### config.mk
export PLATFORM = sky130hd
export DESIGN_NAME = ifu_prefetch
export DESIGN_NICKNAME = d
export VERILOG_FILES = /design/src/rtl/ifu_prefetch.sv
export SDC_FILE = /design/constraint.sdc
export NUM_CORES = 1
export LEC_CHECK = 0
export ABC_AREA = 0
export BUFFER_PORTS_ARGS = -buffer_cell sky130_fd_sc_hd__buf_4
export CAP_MARGIN = 20
export CORE_MARGIN = 5
export CORE_UTILIZATION = 30
export DETAILED_ROUTE_END_ITERATION = 7
export PLACE_DENSITY = 0.59
export SYNTH_ARGS = -nofsm -noshare
export SYNTH_HDL_FRONTEND = slang
export SYNTH_SLANG_ARGS = --single-unit
### constraint.sdc
create_clock -name clk_i -period 9.5 [get_ports clk_i]
set_input_delay 1.9 -clock clk_i [delete_from_list [all_inputs] [get_ports clk_i]]
set_output_delay 1.9 -clock clk_i [all_outputs]
set_load 0.1 [all_outputs]
### src/rtl/ifu_prefetch.sv
// Instruction fetch unit with a small {pc, inst} prefetch queue in front of decode.
// Optional misaligned-redirect fault state enabled by defining IFU_MISALIGN_CHK_EN.
module ifu_prefetch #(
   parameter int unsigned DEPTH    = 4,
   parameter logic [31:0] RESET_PC = 32'h0000_0000
) (
   input  logic                     clk_i,
   input  logic                     rst_i,
   input  logic                     fetch_en_i,
   input  logic                     redirect_valid_i,
   input  logic [31:0]              redirect_pc_i,
   output logic [31:0]              imem_addr_o,
   input  logic [31:0]              imem_inst_i,
   output logic                     if_valid_o,
   input  logic                     if_ready_i,
   output logic [31:0]              if_inst_o,
   output logic [31:0]              if_pc_o,
   output logic [$clog2(DEPTH):0]   level_o,
   output logic                     misalign_o
);

   localparam int unsigned PTR_W = $clog2(DEPTH);
   localparam int unsigned LVL_W = PTR_W + 1;

   localparam logic [1:0] IDLE  = 2'd0;
   localparam logic [1:0] RUN   = 2'd1;
   localparam logic [1:0] FAULT = 2'd2;

   logic [1:0]       state, state_next;
   logic [31:0]      fetch_pc, fetch_pc_next;
   logic [PTR_W-1:0] rd_ptr, rd_ptr_next;
   logic [PTR_W-1:0] wr_ptr, wr_ptr_next;
   logic [LVL_W-1:0] level, level_next;
   logic             push, pop;

   logic [31:0] pc_mem   [DEPTH];
   logic [31:0] inst_mem [DEPTH];

   // Next-state, pointer and fetch-address logic
   always_comb begin
      state_next    = state;
      fetch_pc_next = fetch_pc;
      rd_ptr_next   = rd_ptr;
      wr_ptr_next   = wr_ptr;
      level_next    = level;
      push          = 1'b0;
      pop           = 1'b0;

      case (state)
         IDLE:    if (fetch_en_i) state_next = RUN;
         RUN:     if (!fetch_en_i) state_next = IDLE;
         FAULT:   state_next = state;
         default: state_next = IDLE;
      endcase

      if (redirect_valid_i) begin
         rd_ptr_next = '0;
         wr_ptr_next = '0;
         level_next  = '0;
`ifdef IFU_MISALIGN_CHK_EN
         fetch_pc_next = redirect_pc_i;
         if (redirect_pc_i[1:0] != 2'b00)
            state_next = FAULT;
         else if (state == FAULT)
            state_next = fetch_en_i ? RUN : IDLE;
`else
         fetch_pc_next = redirect_pc_i & 32'hFFFF_FFFC;
`endif
      end else begin
         // A full queue never pushes, even when the head pops this cycle
         push = (state == RUN) && (level < LVL_W'(DEPTH));
         pop  = (level != '0) && if_ready_i;
         if (push) begin
            wr_ptr_next   = wr_ptr + PTR_W'(1);
            fetch_pc_next = fetch_pc + 32'd4;
         end
         if (pop)
            rd_ptr_next = rd_ptr + PTR_W'(1);
         if (push && !pop)
            level_next = level + LVL_W'(1);
         else if (pop && !push)
            level_next = level - LVL_W'(1);
      end
   end

   always_ff @(posedge clk_i) begin
      if (rst_i) begin
         state    <= IDLE;
         fetch_pc <= RESET_PC;
         rd_ptr   <= '0;
         wr_ptr   <= '0;
         level    <= '0;
      end else begin
         state    <= state_next;
         fetch_pc <= fetch_pc_next;
         rd_ptr   <= rd_ptr_next;
         wr_ptr   <= wr_ptr_next;
         level    <= level_next;
      end
   end

   // Queue storage; emptiness is tracked by level, so no reset is needed here
   always_ff @(posedge clk_i) begin
      if (push && !rst_i) begin
         pc_mem[wr_ptr]   <= fetch_pc;
         inst_mem[wr_ptr] <= imem_inst_i;
      end
   end

`ifdef IFU_MISALIGN_CHK_EN
   logic misalign;

   always_ff @(posedge clk_i) begin
      if (rst_i) misalign <= 1'b0;
      else       misalign <= (state_next == FAULT);
   end

   assign misalign_o = misalign;
`else
   assign misalign_o = 1'b0;
`endif

   assign imem_addr_o = fetch_pc;
   assign level_o     = level;
   assign if_valid_o  = (level != '0);
   assign if_pc_o     = if_valid_o ? pc_mem[rd_ptr]   : 32'h0;
   assign if_inst_o   = if_valid_o ? inst_mem[rd_ptr] : 32'h0;

endmodule
==> Word-level counts from Yosys, hierarchy flattened <==
Memory sizes are Yosys's and may differ from the RTL's. A register that Yosys moved wholly into a read port is not among the register bits.
Index checks and enable logic that the tools add are counted.
{ "totals": {"regBits": 41, "ramBits": 256, "inputBits": 69, "out_inout_bits": 101, "word_cells": 49, "memories": 2} }
{ "mem_list": {"columns": ["memory", "words", "word_bits", "rd", "rd_clocked_by_memory_dff", "wr", "line", "rtl"], "rows": [
  ["inst_mem", 4, 32, 1, 1, 1, "37", "logic [31:0] inst_mem [DEPTH];"],
  ["pc_mem", 4, 32, 1, 1, 1, "36", "logic [31:0] pc_mem [DEPTH];"]
]} }
{ "classes": {"addsub": 5, "magnitude_cmp": 1, "eq_ne": 4, "n_mux": 16, "bitwise": 1, "n_reduce_logical": 14} }
{ "ops": {"columns": ["cell", "n"], "rows": [
  ["2-to-1 mux 32 bit", 4],
  ["adder 32 x 3 -> 32 bit, second input constant", 1],
  ["2-to-1 mux 2 bit", 6],
  ["2-to-1 mux 3 bit", 2],
  ["case mux 2 bit (3 select lines)", 1],
  ["logical AND 1 bit", 5],
  ["adder 2 x 1 -> 2 bit, second input constant", 2],
  ["!= test 2 bit, second input constant", 2],
  ["nonzero test 2 bit", 2],
  ["adder 3 x 1 -> 3 bit, second input constant", 1],
  ["logical NOT 1 bit", 3],
  ["< comparator 3 bit, second input constant", 1],
  ["2-to-1 mux 1 bit", 3],
  ["AND reduction 3 bit", 1],
  ["nonzero test 3 bit", 1],
  ["subtractor 3 x 1 -> 3 bit, second input constant", 1],
  ["equality test 2 x 1 -> 1 bit, second input constant", 1],
  ["equality test 2 bit, second input constant", 1],
  ["logical NOT 2 bit", 1],
  ["OR reduction 2 bit", 1],
  ["inverter 1 bit", 1]
]} }

==> Logic depth before layout (Yosys ltp) <==
Gate-level depths: netlist of run 1.
{ "logic_depth": {"word_depth": 6, "mapped_depth": 9, "depth_no_buf": 8} }

==> Worst setup path before layout of run 1 <==
No wires, ideal clock.
{ "synth_path": {"kind": "reg-to-output", "start": "reg level[2], in the netlist level_o[2]", "end": "out if_inst_o[22]", "arrival_time_ns": 3.099, "required_time_ns": 7.600, "path_slack_ns": 4.501, "stages_incl_launch_ff": 4, "path_buffers": 1, "path_cell_list": "dfxtp_1 or3_1 clkbuf_1 and2_1"} }
{ "synth_via": {"elab_chain_len": 2} }
{ "synth_rtl": {"columns": ["item", "line", "rtl"], "rows": [
  ["start: declaration", "33", "logic [LVL_W-1:0] level, level_next;"],
  ["start signal: assignment", "98", "level <= level_next;"],
  ["nonzero test 3 bit", "125", "assign if_valid_o = (level != '0);"],
  ["via if_valid_o", "14", "output logic if_valid_o,"],
  ["2-to-1 mux 32 bit", "127", "assign if_inst_o = if_valid_o ? inst_mem[rd_ptr] : 32'h0;"],
  ["end: declaration", "16", "output logic [31:0] if_inst_o,"]
]} }
The timed path passes the listed nets, and every way through them passes these cells.

==> results of run 1 <==
[cells in the final DEF, fill, tap and decap left out, types with 5 or more instances in the layout]
| cell type | netlist | layout |
|---|---|---|
| clkinv_2 | 0 | 10 |
| buf_4 | 6 | 171 |
| o21ai_0 | 5 | 5 |
| nor2_1 | 32 | 32 |
| nand2_1 | 11 | 11 |
| a21oi_1 | 7 | 7 |
| clkinv_1 | 0 | 5 |
| and2_1 | 67 | 63 |
| mux4_2 | 62 | 62 |
| inv_1 | 15 | 15 |
| nand3_1 | 12 | 12 |
| nor4_1 | 7 | 7 |
| ha_1 | 6 | 6 |
| nand4_1 | 9 | 9 |
| nor3_1 | 6 | 6 |
| dfxtp_1 | 40 | 38 |
| a311oi_1 | 9 | 9 |
| a211oi_1 | 14 | 14 |
| clkbuf_16 | 0 | 35 |
| edfxtp_1 | 248 | 248 |
| or4_1 | 10 | 10 |
| xnor2_1 | 8 | 8 |
| conb_1 | 1 | 5 |
| o31ai_1 | 5 | 5 |
| xor2_1 | 7 | 7 |
[area by class of cell]
cell class	instances	area, um^2
fill	3641	24100
sequential	288	8260
multi-input combinational	340	3240
timing repair buffer	171	1280
clock buffer	39	891
tap	518	648
clock inverter	21	183
inverter	15	56.3
[cell families (layout without fill, tap and decap cells)]
logic type | count (synthesis) | count (layout) | synth area share [%]
flip-flops | 288 | 288 | 70.4
AND/OR/NAND/NOR | 191 | 191 | 9.67
multiplexers | 64 | 64 | 12.1
AO/OA/AOI/OAI | 58 | 58 | 3.74
buffers and inverters | 57 | 246 | 2.12
XOR/XNOR | 15 | 15 | 1.12
adder cells (fa/ha/maj) | 7 | 7 | 0.812
other | 1 | 5 | 0.0320
[path summary, 6_finish.rpt]
check                                              from                      end  slack [ns]  cells past startpoint
worst max-delay path                           register               if_pc_o[2]        4.54                      4
worst min-delay path             rd_ptr[1]$_SDFFE_PP0P_   rd_ptr[1]$_SDFFE_PP0P_        0.52                      2
worst max register to register  level_o[2]$_SDFFE_PP0P_  level_o[2]$_SDFFE_PP0P_        6.74                      8
worst min register to register   rd_ptr[1]$_SDFFE_PP0P_   rd_ptr[1]$_SDFFE_PP0P_        0.52                      2
[worst reg2reg max path: stages, from the launching register on]
cell and delay (ns):
dfxtp_1 0.42, or3_2 0.82, nand2_1 0.23, ha_1 0.20, inv_1 0.06, fa_1 0.37
xor2_1 0.16, or3_1 0.31, a21oi_1 0.14
[stage by stage]
| step | total power, mW | hold WS (ns) | instance area, um^2 | setup slack [ns] |
|---|---|---|---|---|
| final | 3.17 | 0.523 | 14600 | 4.54 |
| after CTS | 3.23 | 0.528 | 14600 | 4.34 |
| after floorplan | 1.81 | 0.485 | 11700 | 4.50 |
| after detailed placement | 1.94 | 0.510 | 13500 | 4.94 |
| after global routing | 3.29 | 0.578 | 14600 | 4.27 |
| after global placement | 1.94 | 0.500 | 13500 | 4.94 |
[power breakdown]
part           total [mW]  switching, mW  leakage, nW  internal [mW]
sequential           1.43         0.0340         2.59           1.39
combinational       0.483          0.371         1.82          0.112
clock                1.26          0.504        0.530          0.754
[state kept, by name, indices dropped and copies added (netlist names), named ones only]
| signal | flops |
|---|---|
| rd_ptr | 2 |
| inst_mem | 128 |
| wr_ptr | 2 |
| level_o | 3 |
| state | 1 |
| imem_addr_o | 30 |
| pc_mem | 120 |
[per-layer routing]
layer	wire length [um]	GRT usage (%)	vias up
met4	648	4.33	0
met5	0	0	-
li1	-	-	3033
met2	13600	21.1	209
met3	1600	2.95	43
met1	13000	18.1	3394
==> results.md, run 1 <==
- # IOs: 170
- Synth Flop Type: edfxtp_1
- Crit path capture type: primary output
- DR vias/cell: 4.80
- Final Hold Vio Count: 0
- Slowest CP cell: buf_4
- Clk sinks: ~290
- Buf+Inv Stages, Crit Path: 2
- Post-synth top cells: 248 x edfxtp_1, 67 x and2_1, 62 x mux4_2
- Most used cell, CP: buf_4
- Max Transition Viols Final: 0
- Fin Setup TNS: 0 ns
- Post-synth EDFFs: 248
- Total core area: 0.0386 mm^2
- Vias: 6679
- Clock skew: 0.00978 ns
- Clock period minus worst slack: 4.96 ns
- Asr flop ratio synth: 0%
- Die area: approximately 0.043 mm^2
- Die H: around 210 um
- Leak pwr: 4.94 nW
- DRT Wirelength: about 29000 um
- Nets: 926
- Initial antenna violation count: 0
- Vias in the first global route: 7130
- Mapped Avg Cell Area: around 17 um^2
- Hold_buf cts: 0
- Ant. Diodes: 0
- Max incr delay on CP: between 0.7 and 0.8 ns
- Initial core utilization: between 30% and 40%
- Cts repair resizes: 0
- Grt total ovfl: 0
- Layout area overhead: 24.3%
- Worst slew margin: 27.4%
- Layout cell share with drive strength beyond 1: ~34%
- Post-CTS Repair Setup Buffers: 0
- Num CTS Buffers: 34
- Die W: between 200 and 250 um
- Clock transition at path regs: 0.06 ns
- IO Port Bufs: 162
- Post-route DRC: 0
- GPL Wtd Cong: 0.707
- TritonRoute pass-1 iters: 5
- Cell area after synthesis: 0.0117 mm^2
- DPL Wire Length: 17500 um
- Min-delay worst type: register to register
- Largest net degree at the start of global routing: 63
- PD cells: 218 mW/mm^2
- Required time of the critical path: 7.60 ns
- Fin cells: 1392
- Critical path class: register to primary output
- Final setup viols: 0
- Clock root cell: clkbuf_16
- Clock Path Buffers: 3
- Share of the core filled with cells: 37.7%
- Fmax: 202 MHz
- Crit-path max FO: 40
- Tightest Pin Transition: 1.09 ns
- RSZ-0062 raised after global routing: false
- Fin crit share: 52.2%
- Yosys Warn Count: 0
- DR iter-0 viols: 418
- Most frequent cell after synthesis: edfxtp_1
- Maximum level of the CTS H-tree: 2
- Peak VDD IR: 0.000144 V
- Wire per inst: 20.7 um
- Total Routing Usage GR: approximately an eighth
- Synthesis-stage register bit count: 288
- Syn Inst Count: 681
- CP delay by family, top: buffers and inverters
- Placed insts: 1332
- Library cells used by synthesis: 54
- Routed Antenna Nets: 0
- Clk_lat worst skew: 0.53 ns
- Sequential cell area fraction in the yosys report: 70.4%
- Outcome: finished clean
- Cells along the critical path: buf_4 -> mux4_2 -> and2_1 -> buf_4
- Synth top area cells: edfxtp_1 64%, mux4_2 12%, dfxtp_1 6.8%
- CP Data Arrival Time: 3.06 ns
- Yosys top cell area share: 63.6%
- TritonCTS clock tree: done
- Row count: between 70 and 80
- Dominant cell type by area after synthesis: edfxtp_1
- First-pass GRT wire length: 44000 um
- Worst setup SP type: register
- Max Cap Viol: 0
(Power assumes the default switching activity.)
==> inputs of run 2 (changes only) <==
- clock period: 9.5 -> 4.8 ns (I/O delays scaled with it)
==> run 2 against run 1 <==
Sequential share of layout area down 0.77 points. Register-to-register slack worse by 4.6 ns. Cell area rose by 1.4%. Global-route usage grew 0.10 points. Final cell count grew 0.65%. Via count rose by 0.57%. Count of clock-buffer cells in the layout up 12. Power increased by 110%. Critical endpoint is now if_pc_o[27].
==> results.md, run 2 (synthesized netlist as in run 1, its figures left out) <==
- Outcome: finished clean
- Clock skew: 0.0186 ns
- Grt total ovfl: 0
- GPL Wtd Cong: 0.723
- Worst slew margin: a little under a third
- DRT Wirelength: ~29000 um
- Largest net degree at the start of global routing: 66
- TritonRoute pass-1 iters: 4
- Min-delay worst type: register to register
- Number of flip-flops in the largest register: 128
- Row count: 72
- Layout cell share with drive strength beyond 1: 34.8%
- Most flops, register: inst_mem
- First-pass GRT wire length: roughly 44000 um
- Max incr delay on CP: 0.62 ns
- DR iter-0 viols: 410
- Num CTS Buffers: 36
- Commonest cells after routing, fill and taps aside: 248 x edfxtp_1, 172 x buf_4, 63 x and2_1
- Cts repair resizes: 0
- Initial antenna violation count: 0
- Vias in the first global route: 6974
- Fill cell count: 3572
- Clock root cell: clkbuf_16
- Tightest Pin Transition: 1.05 ns
- Worst setup SP type: register
- Required time of the critical path: 3.84 ns
- Total core area: approximately 0.039 mm^2
- Clk sinks: around 290
- CP delay by family, top: buffers and inverters
- Critical path class: register to primary output
- Final setup viols: 0
- Routed Antenna Nets: 0
- Clk_lat worst skew: 0.53 ns
- Fmax: ~290 MHz
- DR vias/cell: 4.79
- Max Transition Viols Final: 0
- Vias: 6717
- Commonest non-fill, non-tap cell in the layout: edfxtp_1
- Layout area overhead: 26.0%
- Wire per inst: 20.8 um
- Most used cell, CP: buf_4
- Leak pwr: 5.03 nW
- Clock Path Buffers: 3
- Die H: roughly 210 um
- Post-route DRC: 0
- Final Hold Vio Count: 0
- TritonCTS clock tree: done
- Peak VDD IR: between 0.0002 and 0.0003 V
- Crit-path max FO: 18
- PD cells: 443 mW/mm^2
- RSZ-0062 raised after global routing: false
- # IOs: 170
- Clock transition at path regs: roughly 0.060 ns
- Slowest CP cell: dfxtp_4
- Fin Setup TNS: 0 ns
- Die area: 0.0431 mm^2
- Total power: 6.54 mW
- Share of the core filled with cells: 38.2%
- Cells along the critical path: buf_4 -> mux4_2 -> and2_1 -> buf_4
- Post-CTS Repair Setup Buffers: 0
- DPL Wire Length: 17500 um
- Nets: 931
- Total Routing Usage GR: a little over an eighth
- Die W: 208 um
- Maximum level of the CTS H-tree: 2
- Clock period minus worst slack: 3.50 ns
- Buf+Inv Stages, Crit Path: 2
- Hold_buf cts: 0
- Initial core utilization: between 30% and 40%
- CP Data Arrival Time: 2.54 ns
- Fin crit share: 73.0%
- Crit path capture type: primary output
- IO Port Bufs: 162
- Max Cap Viol: 0
==> run 2: changes by cell type in the layout (fill, tap and decap cells not counted) <==
cell / delta
clkbuf_16: +1
clkinvlp_4: -2
clkbuf_1: +6
diode_2: +1
clkinv_2: -5
clkbuf_8: +5
bufinv_16: +2
clkinv_1: -4
or3_4: +1
or3_2: -1
clkinv_8: +1
clkinv_4: +1
buf_4: +1
buf_12: +2
==> run 2: through the flow <==
stage / hold WS [ns] / instances / worst slack, ns / instance area (um^2)
2_1_floorplan: 0.485 / 685 / 0.741 / 11700
3_3_place_gp: 0.498 / 1335 / 1.64 / 13500
3_5_place_dp: 0.510 / 1335 / 1.63 / 13500
4_1_cts: 0.528 / 1400 / 1.16 / 14800
5_1_grt: 0.561 / 1400 / 1.09 / 14800
6_report: 0.522 / 1401 / 1.30 / 14800
==> run 2: metal layers <==
metal	up-vias	routed length, um	GRT usage, %
met5	-	0	0
met4	0	609	4.22
met3	45	1590	2.87
met2	199	13700	21.3
met1	3416	13200	18.4
li1	3057	-	-
==> run 2: final timing paths <==
path                            from  slack, ns                      end  depth (start not counted)
max                         register       1.30              if_pc_o[27]                          4
min           rd_ptr[1]$_SDFFE_PP0P_       0.52   rd_ptr[1]$_SDFFE_PP0P_                          2
max reg2reg  level_o[2]$_SDFFE_PP0P_       2.10  level_o[2]$_SDFFE_PP0P_                          8
min reg2reg   rd_ptr[1]$_SDFFE_PP0P_       0.52   rd_ptr[1]$_SDFFE_PP0P_                          2
==> run 2: layout make-up <==
| class | instances | area (um^2) | area share (%) |
|---|---|---|---|
| antenna | 1 | 2.50 | 0.0170 |
| inverter | 15 | 56.3 | 0.381 |
| clock inverter | 14 | 213 | 1.44 |
| sequential | 288 | 8260 | 55.9 |
| clock buffer | 51 | 1010 | 6.82 |
| timing repair buffer | 174 | 1330 | 9.02 |
| tap | 518 | 648 | 4.39 |
| multi-input combinational | 340 | 3250 | 22.0 |
==> run 2: power breakdown <==
part | switching [mW] | leakage [nW] | internal [mW]
clock network | 1.02 | 0.599 | 1.74
registers | 0.0660 | 2.59 | 2.76
logic | 0.739 | 1.84 | 0.222
==> run 2: worst min-delay path, stage by stage (launching register included) <==
cell,delay (ns)
dfxtp_1,0.32
xor2_1,0.06
nor2_1,0.10
==> inputs of run 3 (changes only) <==
- clock period: 4.8 -> 3.6 ns (I/O delays scaled with it)
==> run 3 against run 2 <==
Wire length decreased by 3.0%. Worst setup slack got worse by 0.98 ns. Critical path depth unchanged. Flip-flop and latch count unchanged. Combinational power increased by 34%. First-iteration DRC count decreased by 7.6%. Clock skew decreased by 0.0069 ns. Sequential share of layout area about the same. Power increased by 26%. Core utilization about the same.
==> results.md, run 3 (synthesized netlist as in run 1, its figures left out) <==
- Clock Path Buffers: 3
- IO Port Bufs: around 160
- Flip-flop and latch area: 0.00826 mm^2
- Peak VDD IR: 0.000290 V
- # IOs: 170
- Wire per inst: 20.0 um
- Reg2Reg Depth: 8
- PD cells: 560 mW/mm^2
- Buf+Inv Stages, Crit Path: 2
- DRT Wirelength: 28300 um
- Outcome: finished clean
- Num CTS Buffers: 34
- Clock root cell: clkbuf_16
- First-pass GRT wire length: 43500 um
- Fin Setup TNS: 0 ns
- Placed insts: 1348
- TritonCTS clock tree: done
- Worst setup SP type: register
- CP Data Arrival Time: about 2.6 ns
- Nets: roughly 940
- Min-Delay Path Depth: 1
- Critical Path Stages: 4
- Layout cell share with drive strength beyond 1: between 30% and 40%
- Clk_lat worst skew: around 0.49 ns
- Area of the multi-input gates: 0.00324 mm^2
- Commonest cells after routing, fill and taps aside: 248 x edfxtp_1, 180 x buf_4, 63 x and2_1
- Largest net degree at the start of global routing: between 40 and 50
- DPL Wire Length: around 18000 um
- Final setup viols: 0
- Vias: ~6.7k
- Crit path capture type: primary output
- Dpl ws: 0.780 ns
- Ant. Diodes: 0
- Final setup margin: 0.318 ns
- Required time of the critical path: 2.88 ns
- Clock skew: 0.0117 ns
- Total core area: ~0.039 mm^2
- Layout area overhead: 25.9%
- RR Startpoint: level_o[2]$_SDFFE_PP0P_
- Tightest Pin Transition: 0.703 ns
- Hold Startpoint: imem_inst_i[24]
- DR iter-0 viols: 379
- Row count: 72
- Share of the core filled with cells: roughly two fifths
- Max incr delay on CP: 0.50 ns
- Min-delay worst type: input pin to register
- Fin cells: 1409
- Most used cell, CP: buf_4
- Critical path class: register to primary output
- Die area: 0.0431 mm^2
- Fin crit share: 91.2%
- Vias in the first global route: 7036
- CP delay by family, top: buffers and inverters
- Clock period minus worst slack: roughly 3.3 ns
- TritonRoute pass-1 iters: 4
- RSZ-0062 raised after global routing: false
- Most flops, register: inst_mem
- Max Transition Viols Final: 0
- Clk sinks: around 290
- Initial antenna violation count: 1
- Max Cap Viol: 0
- Cts repair resizes: 0
- GPL Wtd Cong: 0.778
- Cells along the critical path: or3_2 -> buf_4 -> and2_1 -> buf_4
- Routed Antenna Nets: 0
- Worst slew margin: 52.7%
- Worst setup path startpoint: level_o[2]$_SDFFE_PP0P_
- Clock transition at path regs: 0.06 ns
- DR vias/cell: 4.76
- Commonest non-fill, non-tap cell in the layout: edfxtp_1
- Initial core utilization: 30.3%
- Post-CTS Repair Setup Buffers: 0
- Die W: 208 um
- Total power: between 8 and 9 mW
- Die H: 208 um
- Hold_buf cts: 0
- Maximum level of the CTS H-tree: 2
- Fill cell count: ~3.6k
- Total Routing Usage GR: 12.8%
- Crit-path max FO: 46
- Leak pwr: 5.03 nW
- Slowest CP cell: or3_2
- Grt total ovfl: 0
- Number of flip-flops in the largest register: 128
- Fmax: 305 MHz
- Post-route DRC: 0
- Final Hold Vio Count: 0
run 3: power by group:
part	internal (mW)	switching (mW)	leakage [nW]	total, mW
clock network	1.95	1.26	0.518	3.20
logic	0.303	0.990	1.92	1.29
registers	3.68	0.0848	2.59	3.76
total	5.93	2.33	5.03	8.26
run 3: path summary, 6_finish.rpt:
path	to	slack [ns]
max	if_pc_o[18]	0.32
min	inst_mem[2][24]$_DFFE_PP_	0.43
max reg2reg	level_o[2]$_SDFFE_PP0P_	0.93
min reg2reg	rd_ptr[1]$_SDFFE_PP0P_	0.52
run 3: final cells by class:
| cell class | instances | area share, % |
|---|---|---|
| Tap cell | 518 | 4.39 |
| Timing Repair Buffer | 187 | 10.1 |
| Sequential cell | 288 | 56.0 |
| Clock buffer | 49 | 6.58 |
| Clock inverter | 12 | 0.568 |
| Multi-Input combinational cell | 340 | 22.0 |
| Inverter | 15 | 0.382 |
run 3: worst reg2reg max path, delay by kind of cell, from the launching register on:
kind	cells	cell delay (ns)
xor gates and xnor gates	1	0.16
DFF	1	0.39
AOI/OAI and AO/OA	1	0.13
adders and majority gates	2	0.56
buffers and inverters	1	0.06
and+or+nand+nor	3	1.29
run 3: metal layers:
metal | wire length [um] | track usage [%] | share of wire, %
met5 | 13 | 0 | 0.046
met4 | 500 | 3.17 | 1.8
met3 | 1660 | 3.20 | 5.9
met2 | 13200 | 20.4 | 47
met1 | 12900 | 17.7 | 46
run 3: through the flow:
stage | hold WS [ns] | cell area, um^2
floorplan | 0.485 | 11700
global placement | 0.510 | 13700
detailed placement | 0.510 | 13700
CTS | 0.402 | 14700
global route | 0.410 | 14700
finish | 0.432 | 14700
